File: src/rtl/delayed_reset_cycle_counter.sv
// Reset-release delay chain plus a free-running cycle counter.
// The counter is held at zero while the delayed reset is asserted.
module delayed_reset_cycle_counter #(
    parameter int unsigned num_stages_p = 3,
    parameter int unsigned ctr_width_p  = 32
) (
    input  logic                   clk_i,
    input  logic                   reset_i,
    input  logic                   done_i,
    output logic                   reset_o,
    output logic [ctr_width_p-1:0] ctr_r_o
);

    if ((num_stages_p < 1) || (num_stages_p > 16)) begin : g_bad_stages
        $error("num_stages_p must be in the range 1..16");
    end

    logic [num_stages_p-1:0] s_q, s_d;
    logic [ctr_width_p-1:0]  ctr_q, ctr_d;

    always_comb begin
        s_d    = s_q;
        s_d[0] = ~done_i;
        for (int unsigned k = 1; k < num_stages_p; k++) begin
            s_d[k] = s_q[k-1];
        end
    end

    // Uses the current chain output, so counting starts one cycle after release.
    always_comb begin
        ctr_d = ctr_q + ctr_width_p'(1);
        if (s_q[num_stages_p-1]) begin
            ctr_d = '0;
        end
    end

    always_ff @(posedge clk_i or posedge reset_i) begin
        if (reset_i) begin
            s_q   <= '1;
            ctr_q <= '0;
        end else begin
            s_q   <= s_d;
            ctr_q <= ctr_d;
        end
    end

    assign reset_o = s_q[num_stages_p-1];
    assign ctr_r_o = ctr_q;

endmodule

File: config.mk
export PLATFORM = sky130hd
export DESIGN_NAME = delayed_reset_cycle_counter
export DESIGN_NICKNAME = d
export VERILOG_FILES = /design/src/rtl/delayed_reset_cycle_counter.sv
export SDC_FILE = /design/constraint.sdc
export NUM_CORES = 1
export LEC_CHECK = 0
export ABC_CLOCK_PERIOD_IN_PS = 4400
export CORE_UTILIZATION = 54
export CTS_BUF_LIST = sky130_fd_sc_hd__clkbuf_16
export DETAILED_ROUTE_END_ITERATION = 8
export PLACE_DENSITY = 0.81
export SLEW_MARGIN = 20
export SYNTH_ARGS = -nofsm -noshare
export SYNTH_HDL_FRONTEND = slang
export SYNTH_SLANG_ARGS = --single-unit
File: constraint.sdc
create_clock -name clk_i -period 4.4 [get_ports clk_i]
set_input_delay 0.66 -clock clk_i [delete_from_list [all_inputs] [get_ports clk_i]]
set_output_delay 0.66 -clock clk_i [all_outputs]
set_load 0.1 [all_outputs]
==> results of run 1 <==
cells in the final DEF (no fill, tap or decap), drive strengths merged:
master and instances:
clkdlybuf4s50 35, dfrtp 32, a21oi 18, nor2 15
nand2 11, or3 10, nand4 10, nand3 10
o21ai 9, xor2 8, or4 8, o31ai 7
and4 5, clkbuf 5, inv 4, xnor2 4
dfstp 3, o41ai 2, nor4 2, or4b 2
and2 1, and3 1, nor3 1, nor2b 1
ha 1, buf 1
registers in the layout, summed over array words and instances, names as in the netlist:
| register | cells |
|---|---|
| s_q | 3 |
| ctr_r_o | 32 |
per-stage QoR:
stage               power, µW  instance area [µm²]  cells
floorplan                 368                 1690    170
global placement          379                 2070    231
detailed placement        381                 2070    231
CTS                       695                 2190    237
global route              707                 2190    237
finish                    691                 2190    237
layer usage:
| metal | vias to the layer above | routed length [µm] |
|---|---|---|
| met1 | 730 | 1730 |
| li1 | 708 | - |
| met2 | 45 | 1920 |
| met4 | 0 | 35 |
| met3 | 5 | 186 |
| met5 | - | 0 |
area by class of cell:
type | instances | area (µm²)
clock inverter | 1 | 3.75
tap | 31 | 38.8
fill | 202 | 658
inverter | 3 | 11.3
multi-input combinational | 126 | 778
sequential | 35 | 880
timing repair buffer | 36 | 358
clock buffer | 5 | 125
path summary, 6_finish.rpt:
check                      cells after the start                   from               endpoint
hold / removal                                 0       s_q[0]$_DFF_PP1_       s_q[1]$_DFF_PP1_
min in group asynchronous                      2                reset_i  ctr_r_o[22]$_DFF_PP0_
max in group asynchronous                      3                reset_i       s_q[1]$_DFF_PP1_
hold reg to reg                                0       s_q[0]$_DFF_PP1_       s_q[1]$_DFF_PP1_
setup reg to reg                               4  ctr_r_o[16]$_DFF_PP0_  ctr_r_o[28]$_DFF_PP0_
setup / recovery                               1       s_q[2]$_DFF_PP1_                reset_o
kinds of logic after synthesis:
family,after synthesis,synth area share (%)
AND/OR/NAND/NOR,77,26.9
AO/OA/AOI/OAI,36,12.1
flip-flops,35,51.9
XOR/XNOR,12,6.20
buffers and inverters,9,2.14
adder cells (fa/ha/maj),1,0.738
power breakdown:
group	leakage [µW]	total, µW	internal, µW	switching, µW
Sequential	0.000476	335	327	8.08
Combinational	0.000287	39.4	8.97	30.4
Clock	0.0000669	316	200	115
Total	0.000830	691	537	154
==> summary.txt, run 1 <==
Status
  – Outcome: finished, violations left
  – Failing checks: design-rule violations

Timing
  – Minimum clock period: just over 3 ns
  – F_max: ~0.32 GHz
  – Hold Fails Final Rpt: 0
  – Fin. max-slew vios: 0
  – Final Skew: between 0.006 and 0.007 ns
  – Count of final setup violators: 0
  – Worst hold slack: 0.358 ns
  – Period utilisation layout: 70.3%
  – Slew margin rel.: 33.9%
  – Setup TNS Final: 0 ns
  – RSZ-0062 raised after global routing: no
  – Worst-Margin Slew: 0.989 ns
  – Final worst setup slack: 1.31 ns

Synthesis
  – Cell area after synthesis: 0.00169 mm²
  – Ys async rst share: 100%
  – Prevailing post-synth register cell: dfrtp_1
  – Synthesized area per cell: 9.97 µm²
  – Synth area leader: dfrtp_1
  – Cell count after synthesis: between 150 and 200
  – Top-area cell type share of the netlist area: 47.3%
  – Count of cell types in the netlist: 29
  – Syn nets: 174
  – Seq/Total Area, Yosys: about 52%
  – Post-synth EDFFs: 0
  – Most instantiated cells after synthesis: dfrtp_1, a21oi_1, nor2_1, nand2_1, or3_1
  – FF+latch count, synth: 35
  – Synth area leaders: dfrtp_1, a21oi_1, dfstp_2, xor2_1, or3_1
  – Cell with the most instances after synthesis: dfrtp_1
  – Ys Warns: 0

Route
  – DR WL/cell: around 16 µm
  – Via count: 1488
  – Total Wirelength: 3880 µm
  – DRT iter0 DRCs: 89
  – Via density: 6.28
  – Antenna viol nets, final: 0
  – DRT Pass-1 Iters: 8
  – DRC Markers: 2

GRT
  – GRT Overall Usage: roughly a quarter
  – Total grt overflow: 0
  – Vias in the first global route: roughly 1.5k
  – Global-route wire length before repair: 6640 µm
  – Grt peak-use layer: met2
  – Initial antenna violation count: 0
  – GR met2 Demand/Resource: 40.9%
  – Met3 Resource Use GR: around 4.9%
  – Grt met1 use: between 30% and 40%
  – Largest net degree at the start of global routing: 34

Setup path
  – CP required: approximately 3.7 ns
  – FF-to-FF setup slack: around 2.1 ns
  – Critical Path Max Stage Delay: 1.25 ns
  – Critical path fanouts, max: 33
  – Crit end category: output port
  – Crit Path Class: register to output port
  – Slowest stage cell, crit path: clkdlybuf4s50_1
  – Crit path cell chain: clkdlybuf4s50_1
  – CP top delay family: buffers and inverters
  – Critical path startpoint category: register
  – CP arrival: between 2 and 2.5 ns
  – Worst path buffer plus inverter count: 1

Clocking
  – CTS Buf Count: 5
  – Clock Latency Late Sink: ~0.28 ns
  – CTS root buf: clkbuf_16
  – Clk pin slew, worst setup/hold paths: 0.05 ns
  – Hold_buf cts: 0
  – Resize count post-CTS: 0
  – CTS Sinks: 35
  – Bufs on Longest Clock Path: 2
  – CTS tree: built
  – H-tree Lvls: 2
  – Post-CTS setup buffers: 0

Power and ir drop
  – Pwr dens: 315 mW/mm²
  – P_leak: 0.000830 µW
  – Max VDD drop: 0.265 mV

Worst hold path
  – Worst Hold Class: register to register

Finish
  – Layout cells sized above 1: roughly 6.3%
  – Layout area overhead: 29.5%
  – Number of diodes: 0
  – Post-layout util: 76.9%
  – Final nets: 211

Floorplan
  – Die span in x: 58.0 µm
  – Core Area: between 0.002 and 0.003 mm²
  – # rows: 19
  – Die Area: 0.00337 mm²
  – Die Height: 58.0 µm
  – Starting density of the core: around 59%
  – IO Count: 36

Placement
  – Post-Place Worst Slack: 1.59 ns
  – Final GP Congestion: 0.760
  – DP HPWL: roughly 2600 µm
  – Port Buffer Count: 35

Flow run
  – Max-cap violations: 0
Power figures use the tool's default switching activity.
==> inputs of run 2 (changes only) <==
ABC_CLOCK_PERIOD_IN_PS = 2500   (was 4400)
CORE_UTILIZATION = 45   (was 54)
PLACE_DENSITY = 0.72   (was 0.81)
clock period = 2.5 ns   (was 4.4 ns; I/O delays follow)
==> run 2 against run 1 <==
Critical endpoint is now ctr_r_o[29]$_DFF_PP0_. Sequential power is 74% higher. Wire length is 0.64% lower. Hold slack worse by 0.0021 ns. Register-to-register slack worse by 1.7 ns. Largest cell class unchanged. Clock power is 82% higher. The run now ends clean.
==> summary.txt, run 2 (same netlist as run 1, synthesis figures left out) <==
Setup path
  – Critical path fanouts, max: 9 (was 33)
  – Crit path cell chain: and4_1, nand4_1, buf_4, or4_1, a21oi_1 (was clkdlybuf4s50_1)
  – Slowest stage cell, crit path: or4_1 (was clkdlybuf4s50_1)
  – Critical Path Max Stage Delay: 0.51 ns (was 1.25 ns)
  – Crit Path Class: register to register (was register to output port)
  – CP arrival: 2.27 ns (was 2.43 ns)
  – Critical path startpoint category: register (unchanged)
  – CP required: 2.70 ns (was 3.74 ns)
  – Crit end category: register (was output port)

Power and ir drop
  – Comb power frac: 6.2% (was 5.7%)
  – Pwr dens: 572 mW/mm² (was 315 mW/mm²)
  – Pint: 949 µW (was 537 µW)
  – Power share of the clock group: 46.6% (was 45.7%)
  – P_leak: 0.000906 µW (was 0.000830 µW)
  – Max VDD drop: 0.519 mV (was 0.265 mV)
  – Share of power burned in registers: 47.2% (was 48.6%)
  – Switching portion of total power: 23.1% (was 22.3%)
  – Psw: 284 µW (was 154 µW)

Clocking
  – CTS root buf: clkbuf_16 (unchanged)
  – Post-CTS setup buffers: 0 (unchanged)
  – H-tree Lvls: 2 (unchanged)
  – Bufs on Longest Clock Path: 2 (unchanged)
  – Clk pin slew, worst setup/hold paths: 0.05 ns (about the same)
  – CTS tree: built (unchanged)
  – CTS Buf Count: 5 (unchanged)
  – Clock Latency Late Sink: 0.28 ns (about the same)
  – CTS Sinks: 35 (unchanged)
  – Hold_buf cts: 0 (unchanged)
  – Resize count post-CTS: 0 (unchanged)

Route
  – Antenna viol nets, final: 0 (unchanged)
  – Via density: 5.89 (was 6.28)
  – DRT iter0 DRCs: 101 (was 89)
  – DRT Pass-1 Iters: 4 (was 8)
  – Via count: 1508 (was 1488)
  – DR WL/cell: 15.1 µm (was 16.4 µm)
  – Total Wirelength: 3850 µm (was 3880 µm)
  – DRC Markers: 0 (was 2)

Floorplan
  – Die Height: 63.4 µm (was 58.0 µm)
  – Core Area: 0.00347 mm² (was 0.00285 mm²)
  – Starting density of the core: 48.8% (was 59.4%)
  – Die span in x: 63.4 µm (was 58.0 µm)
  – IO Count: 36 (unchanged)
  – # rows: 21 (was 19)
  – Die Area: 0.00401 mm² (was 0.00337 mm²)

Timing
  – Hold Fails Final Rpt: 0 (unchanged)
  – Fin. max-slew vios: 0 (unchanged)
  – RSZ-0062 raised after global routing: no (unchanged)
  – Count of final setup violators: 0 (unchanged)
  – Final Skew: 0.00428 ns (was 0.00667 ns)
  – F_max: 0.485 GHz
  – Worst hold slack: 0.355 ns (was 0.358 ns)
  – Minimum clock period: about 2.1 ns
  – Setup TNS Final: 0 ns (unchanged)
  – Period utilisation layout: 82.5%
  – Worst-Margin Slew: 0.443 ns (was 0.989 ns)
  – Slew margin rel.: 70.4% (was 33.9%)

Placement
  – Port Buffer Count: 35 (unchanged)
  – DP HPWL: 2580 µm (was 2560 µm)
  – Final GP Congestion: 0.815 (was 0.760)

Status
  – Outcome: finished, final reports clean (was finished, violations left)

Finish
  – Layout cells sized above 1: 23.8% (was 6.31%)
  – Final nets: 213 (was 211)
  – Highest-count cells in the layout ignoring fill and taps: buf_4, dfrtp_1, a21oi_1, nor2_1, nand2_1 (was clkdlybuf4s50_1, dfrtp_1, a21oi_1, nor2_1, nand2_1)
  – Layout area overhead: 27.3% (was 29.5%)
  – Commonest non-fill, non-tap cell in the layout: buf_4 (was clkdlybuf4s50_1)
  – Filler cell count: 312 (was 202)
  – Max reg flops: 32 (unchanged)
  – Number of diodes: 0 (unchanged)

GRT
  – GRT Overall Usage: 21.0% (was 25.9%)
  – Largest net degree at the start of global routing: 36 (was 34)
  – Initial antenna violation count: 0 (unchanged)
  – Vias in the first global route: 1444 (was 1459)
  – Global-route wire length before repair: 6470 µm (was 6640 µm)
  – Total grt overflow: 0 (unchanged)

Flow run
  – Max-cap violations: 0 (unchanged)

Worst hold path
  – Worst Hold Class: register to register (unchanged)
-- run 2: changes by cell type in the layout (fill, tap and decap cells not counted), sizes merged --
cell,previous run,this run
clkinv,0,2
clkdlybuf4s50,35,2
buf,1,36
-- run 2: worst max-delay path, delay by kind of cell (launching register included) --
family	cells	cell delay, ns
AO/OA/AOI/OAI	1	0.15
buffers and inverters	1	0.26
flip-flops	1	0.45
AND/OR/NAND/NOR	3	1.13
-- run 2: stage by stage --
step / total power (µW) / cell area [µm²] / utilization, % / worst slack, ns / std cells
floorplan: 648 / 1700 / - / 0.0312 / 170
finish: 1230 / 2160 / 62.2 / 0.437 / 256
global placement: 668 / 2020 / 58.2 / 0.465 / 248
global route: 1270 / 2160 / 62.2 / 0.272 / 256
CTS: 1250 / 2160 / 62.2 / 0.438 / 256
detailed placement: 670 / 2020 / 58.2 / 0.453 / 248
-- run 2: area by class of cell --
cell class	count	area, µm²	area share, %
clock buffer	5	125	5.80
clock inverter	3	11.3	0.522
inverter	3	11.3	0.522
multi-input combinational	126	778	36.1
sequential	35	882	40.9
tap	46	57.6	2.67
timing repair buffer	38	290	13.5
-- run 2: worst paths after layout --
kind | cells after the start | slack (ns) | to | start
setup / recovery | 5 | 0.44 | ctr_r_o[29]$_DFF_PP0_ | ctr_r_o[15]$_DFF_PP0_
hold / removal | 0 | 0.36 | s_q[2]$_DFF_PP1_ | s_q[1]$_DFF_PP1_
setup reg to reg | 5 | 0.44 | ctr_r_o[29]$_DFF_PP0_ | ctr_r_o[15]$_DFF_PP0_
hold reg to reg | 0 | 0.36 | s_q[2]$_DFF_PP1_ | s_q[1]$_DFF_PP1_
max in group asynchronous | 3 | 1.66 | s_q[2]$_DFF_PP1_ | reset_i
min in group asynchronous | 3 | 0.50 | ctr_r_o[31]$_DFF_PP0_ | reset_i
-- run 2: power groups by stage --
| stage | logic (µW) | clock network, µW | registers, µW |
|---|---|---|---|
| after floorplan | 21.2 | 0 | 627 |
| after global placement | 76.3 | 0 | 592 |
| after global routing | 81.9 | 609 | 583 |
| after CTS | 77.4 | 591 | 583 |
| after detailed placement | 77.4 | 0 | 592 |
| final | 76.2 | 575 | 583 |
-- run 2: routing by layer --
metal	GRT usage, %	part of all wire, %
met3	6.88	4.7
met2	36.4	51
met1	24.0	43
met5	0	0
met4	6.82	1.2
==> inputs of run 3 (changes only) <==
ABC_CLOCK_PERIOD_IN_PS = 1700   (was 2500)
clock period = 1.7 ns   (was 2.5 ns; I/O delays follow)
==> run 3 against run 2 <==
Largest power group unchanged. Sequential power increased by 48%. Clock-buffer cell count unchanged. Largest cell class is now non-clock buffers. Via count up 24%. The flow now finishes with violations (negative setup slack). Register-to-register slack got worse by 0.51 ns.
==> summary.txt, run 3 (same netlist as run 1, synthesis figures left out) <==
Status
  – Outcome: finished, violations left (was finished, final reports clean)
  – Failing checks: negative setup slack

Finish
  – Final instance area: 0.00310 mm² (was 0.00216 mm²)
  – Final nets: 256 (was 213)
  – Post-route insts no fill: 299 (was 256)
  – Post-layout util: 89.5% (was 62.2%)
  – Layout area overhead: 83.2% (was 27.3%)
  – Layout cells sized above 1: 55.7% (was 23.8%)
  – Highest-count cells in the layout ignoring fill and taps: buf_4, buf_12, dfrtp_4, nor2_1, a21oi_1 (was buf_4, dfrtp_1, a21oi_1, nor2_1, nand2_1)
  – Max reg flops: 32 (unchanged)
  – Commonest non-fill, non-tap cell in the layout: buf_4 (unchanged)
  – Number of diodes: 0 (unchanged)

Clocking
  – CTS Buf Count: 5 (unchanged)
  – Clock Latency Late Sink: 0.28 ns (about the same)
  – Clk pin slew, worst setup/hold paths: 0.05 ns (about the same)
  – CTS root buf: clkbuf_16 (unchanged)
  – CTS tree: built (unchanged)
  – Hold_buf cts: 0 (unchanged)
  – CTS Sinks: 35 (unchanged)
  – H-tree Lvls: 2 (unchanged)
  – Bufs on Longest Clock Path: 2 (unchanged)

Setup path
  – CP Launch Point: ctr_r_o[5]$_DFF_PP0_ (was ctr_r_o[15]$_DFF_PP0_)
  – Worst path buffer plus inverter count: 0 (was 1)
  – Crit Path Class: register to register (unchanged)
  – Critical path startpoint category: register (unchanged)
  – Crit path cell chain: nand4_4, or4_4, or4_4, a21oi_2 (was and4_1, nand4_1, buf_4, or4_1, a21oi_1)
  – CP dominant cell by count: or4_4
  – CP arrival: 1.98 ns (was 2.27 ns)
  – CP top delay family: simple AND/OR/NAND/NOR gates (unchanged)
  – Critical path fanouts, max: 5 (was 9)
  – Crit end category: register (unchanged)
  – CP required: 1.90 ns (was 2.70 ns)
  – FF-to-FF setup slack: -0.07 ns (was 0.44 ns)
  – Critical Path Max Stage Delay: 0.56 ns (was 0.51 ns)
  – R2R Path Start: ctr_r_o[5]$_DFF_PP0_ (was ctr_r_o[15]$_DFF_PP0_)
  – Slowest stage cell, crit path: or4_4 (was or4_1)

Worst hold path
  – Worst Hold Class: register to register (unchanged)
  – Hold_sp: s_q[0]$_DFF_PP1_ (was s_q[1]$_DFF_PP1_)

Floorplan
  – IO Count: 36 (unchanged)
  – Die span in x: 63.4 µm (unchanged)
  – Starting density of the core: 48.8% (unchanged)
  – Core Area: 0.00347 mm² (unchanged)
  – Die Area: 0.00401 mm² (unchanged)
  – # rows: 21 (unchanged)
  – Die Height: 63.4 µm (unchanged)

Route
  – DRC Markers: 0 (unchanged)
  – DR WL/cell: 21.2 µm (was 15.1 µm)
  – Antenna viol nets, final: 0 (unchanged)
  – DRT Pass-1 Iters: 4 (unchanged)
  – Total Wirelength: 6340 µm (was 3850 µm)
  – Via count: 1876 (was 1508)
  – DRT iter0 DRCs: 207 (was 101)
  – Via density: 6.27 (was 5.89)

Placement
  – Dpl cell area: 0.00287 mm² (was 0.00202 mm²)
  – Final GP Congestion: 0.866 (was 0.815)
  – Port Buffer Count: 35 (unchanged)
  – Dpl cells: 288 (was 248)
  – Post-Place Worst Slack: -0.0712 ns (was 0.453 ns)
  – DP HPWL: 3630 µm (was 2580 µm)

Power and ir drop
  – P_leak: 0.00121 µW (was 0.000906 µW)
  – Pwr dens: 604 mW/mm² (was 572 mW/mm²)
  – Max VDD drop: 0.663 mV (was 0.519 mV)

GRT
  – Total grt overflow: 0 (unchanged)
  – Global-route wire length before repair: 9630 µm (was 6470 µm)
  – Vias in the first global route: 1883 (was 1444)
  – Initial antenna violation count: 0 (unchanged)
  – GRT Overall Usage: 32.0% (was 21.0%)
  – Largest net degree at the start of global routing: 36 (unchanged)

Timing
  – Slew margin rel.: 70.3% (was 70.4%)
  – Fin. max-slew vios: 0 (unchanged)
  – Final Skew: 0.00337 ns (was 0.00428 ns)
  – Minimum clock period: 1.77 ns (was 2.06 ns)
  – Period utilisation layout: 104% (was 82.5%)
  – Worst-Margin Slew: 0.445 ns (was 0.443 ns)
  – Setup TNS Final: -0.210 ns (was 0 ns)
  – Hold Fails Final Rpt: 0 (unchanged)
  – Final worst setup slack: -0.0716 ns (was 0.437 ns)
  – Count of final setup violators: 7 (was 0)
  – RSZ-0062 raised after global routing: yes (was no)
  – F_max: 0.564 GHz (was 0.485 GHz)

Flow run
  – Max-cap violations: 0 (unchanged)
==> run 3: final timing paths <==
kind                                    endpoint  depth (start not counted)
max                        ctr_r_o[29]$_DFF_PP0_                          4
min                             s_q[1]$_DFF_PP1_                          0
max reg2reg                ctr_r_o[29]$_DFF_PP0_                          4
min reg2reg                     s_q[1]$_DFF_PP1_                          0
max in group asynchronous   ctr_r_o[0]$_DFF_PP0_                          3
min in group asynchronous  ctr_r_o[23]$_DFF_PP0_                          3
==> run 3: where the power goes <==
| part | switching [µW] | internal [µW] |
|---|---|---|
| clock | 323 | 526 |
| combinational | 104 | 56.7 |
| sequential | 15.2 | 849 |
==> run 3: timing repair <==
action                     4_1_cts  5_1_grt
gates resized for setup         13        8
buffers inserted                 0        3
pin swaps                        2        4
setup endpoints to repair       13       14
==> run 3: layout make-up <==
cell class / instances / area [µm²]
timing repair buffer: 81 / 1030
sequential: 35 / 981
multi-input combinational: 126 / 883
fill: 131 / 365
clock buffer: 5 / 125
tap: 46 / 57.6
clock inverter: 3 / 11.3
inverter: 3 / 11.3
==> run 3: per-layer routing <==
layer	global-route usage, %	vias up	wire length (µm)	part of all wire, %
met5	0	-	0	0
met4	13.9	0	244	3.8
met3	8.15	33	447	7.1
met2	55.1	113	3250	51
met1	37.2	933	2390	38
li1	-	797	-	-
==> run 3: metrics by stage <==
stage / hold WS [ns] / total power (µW)
floorplan: 0.281 / 962
global route: 0.362 / 1920
detailed placement: 0.347 / 1030
finish: 0.357 / 1870
CTS: 0.357 / 1870
global placement: 0.347 / 1030
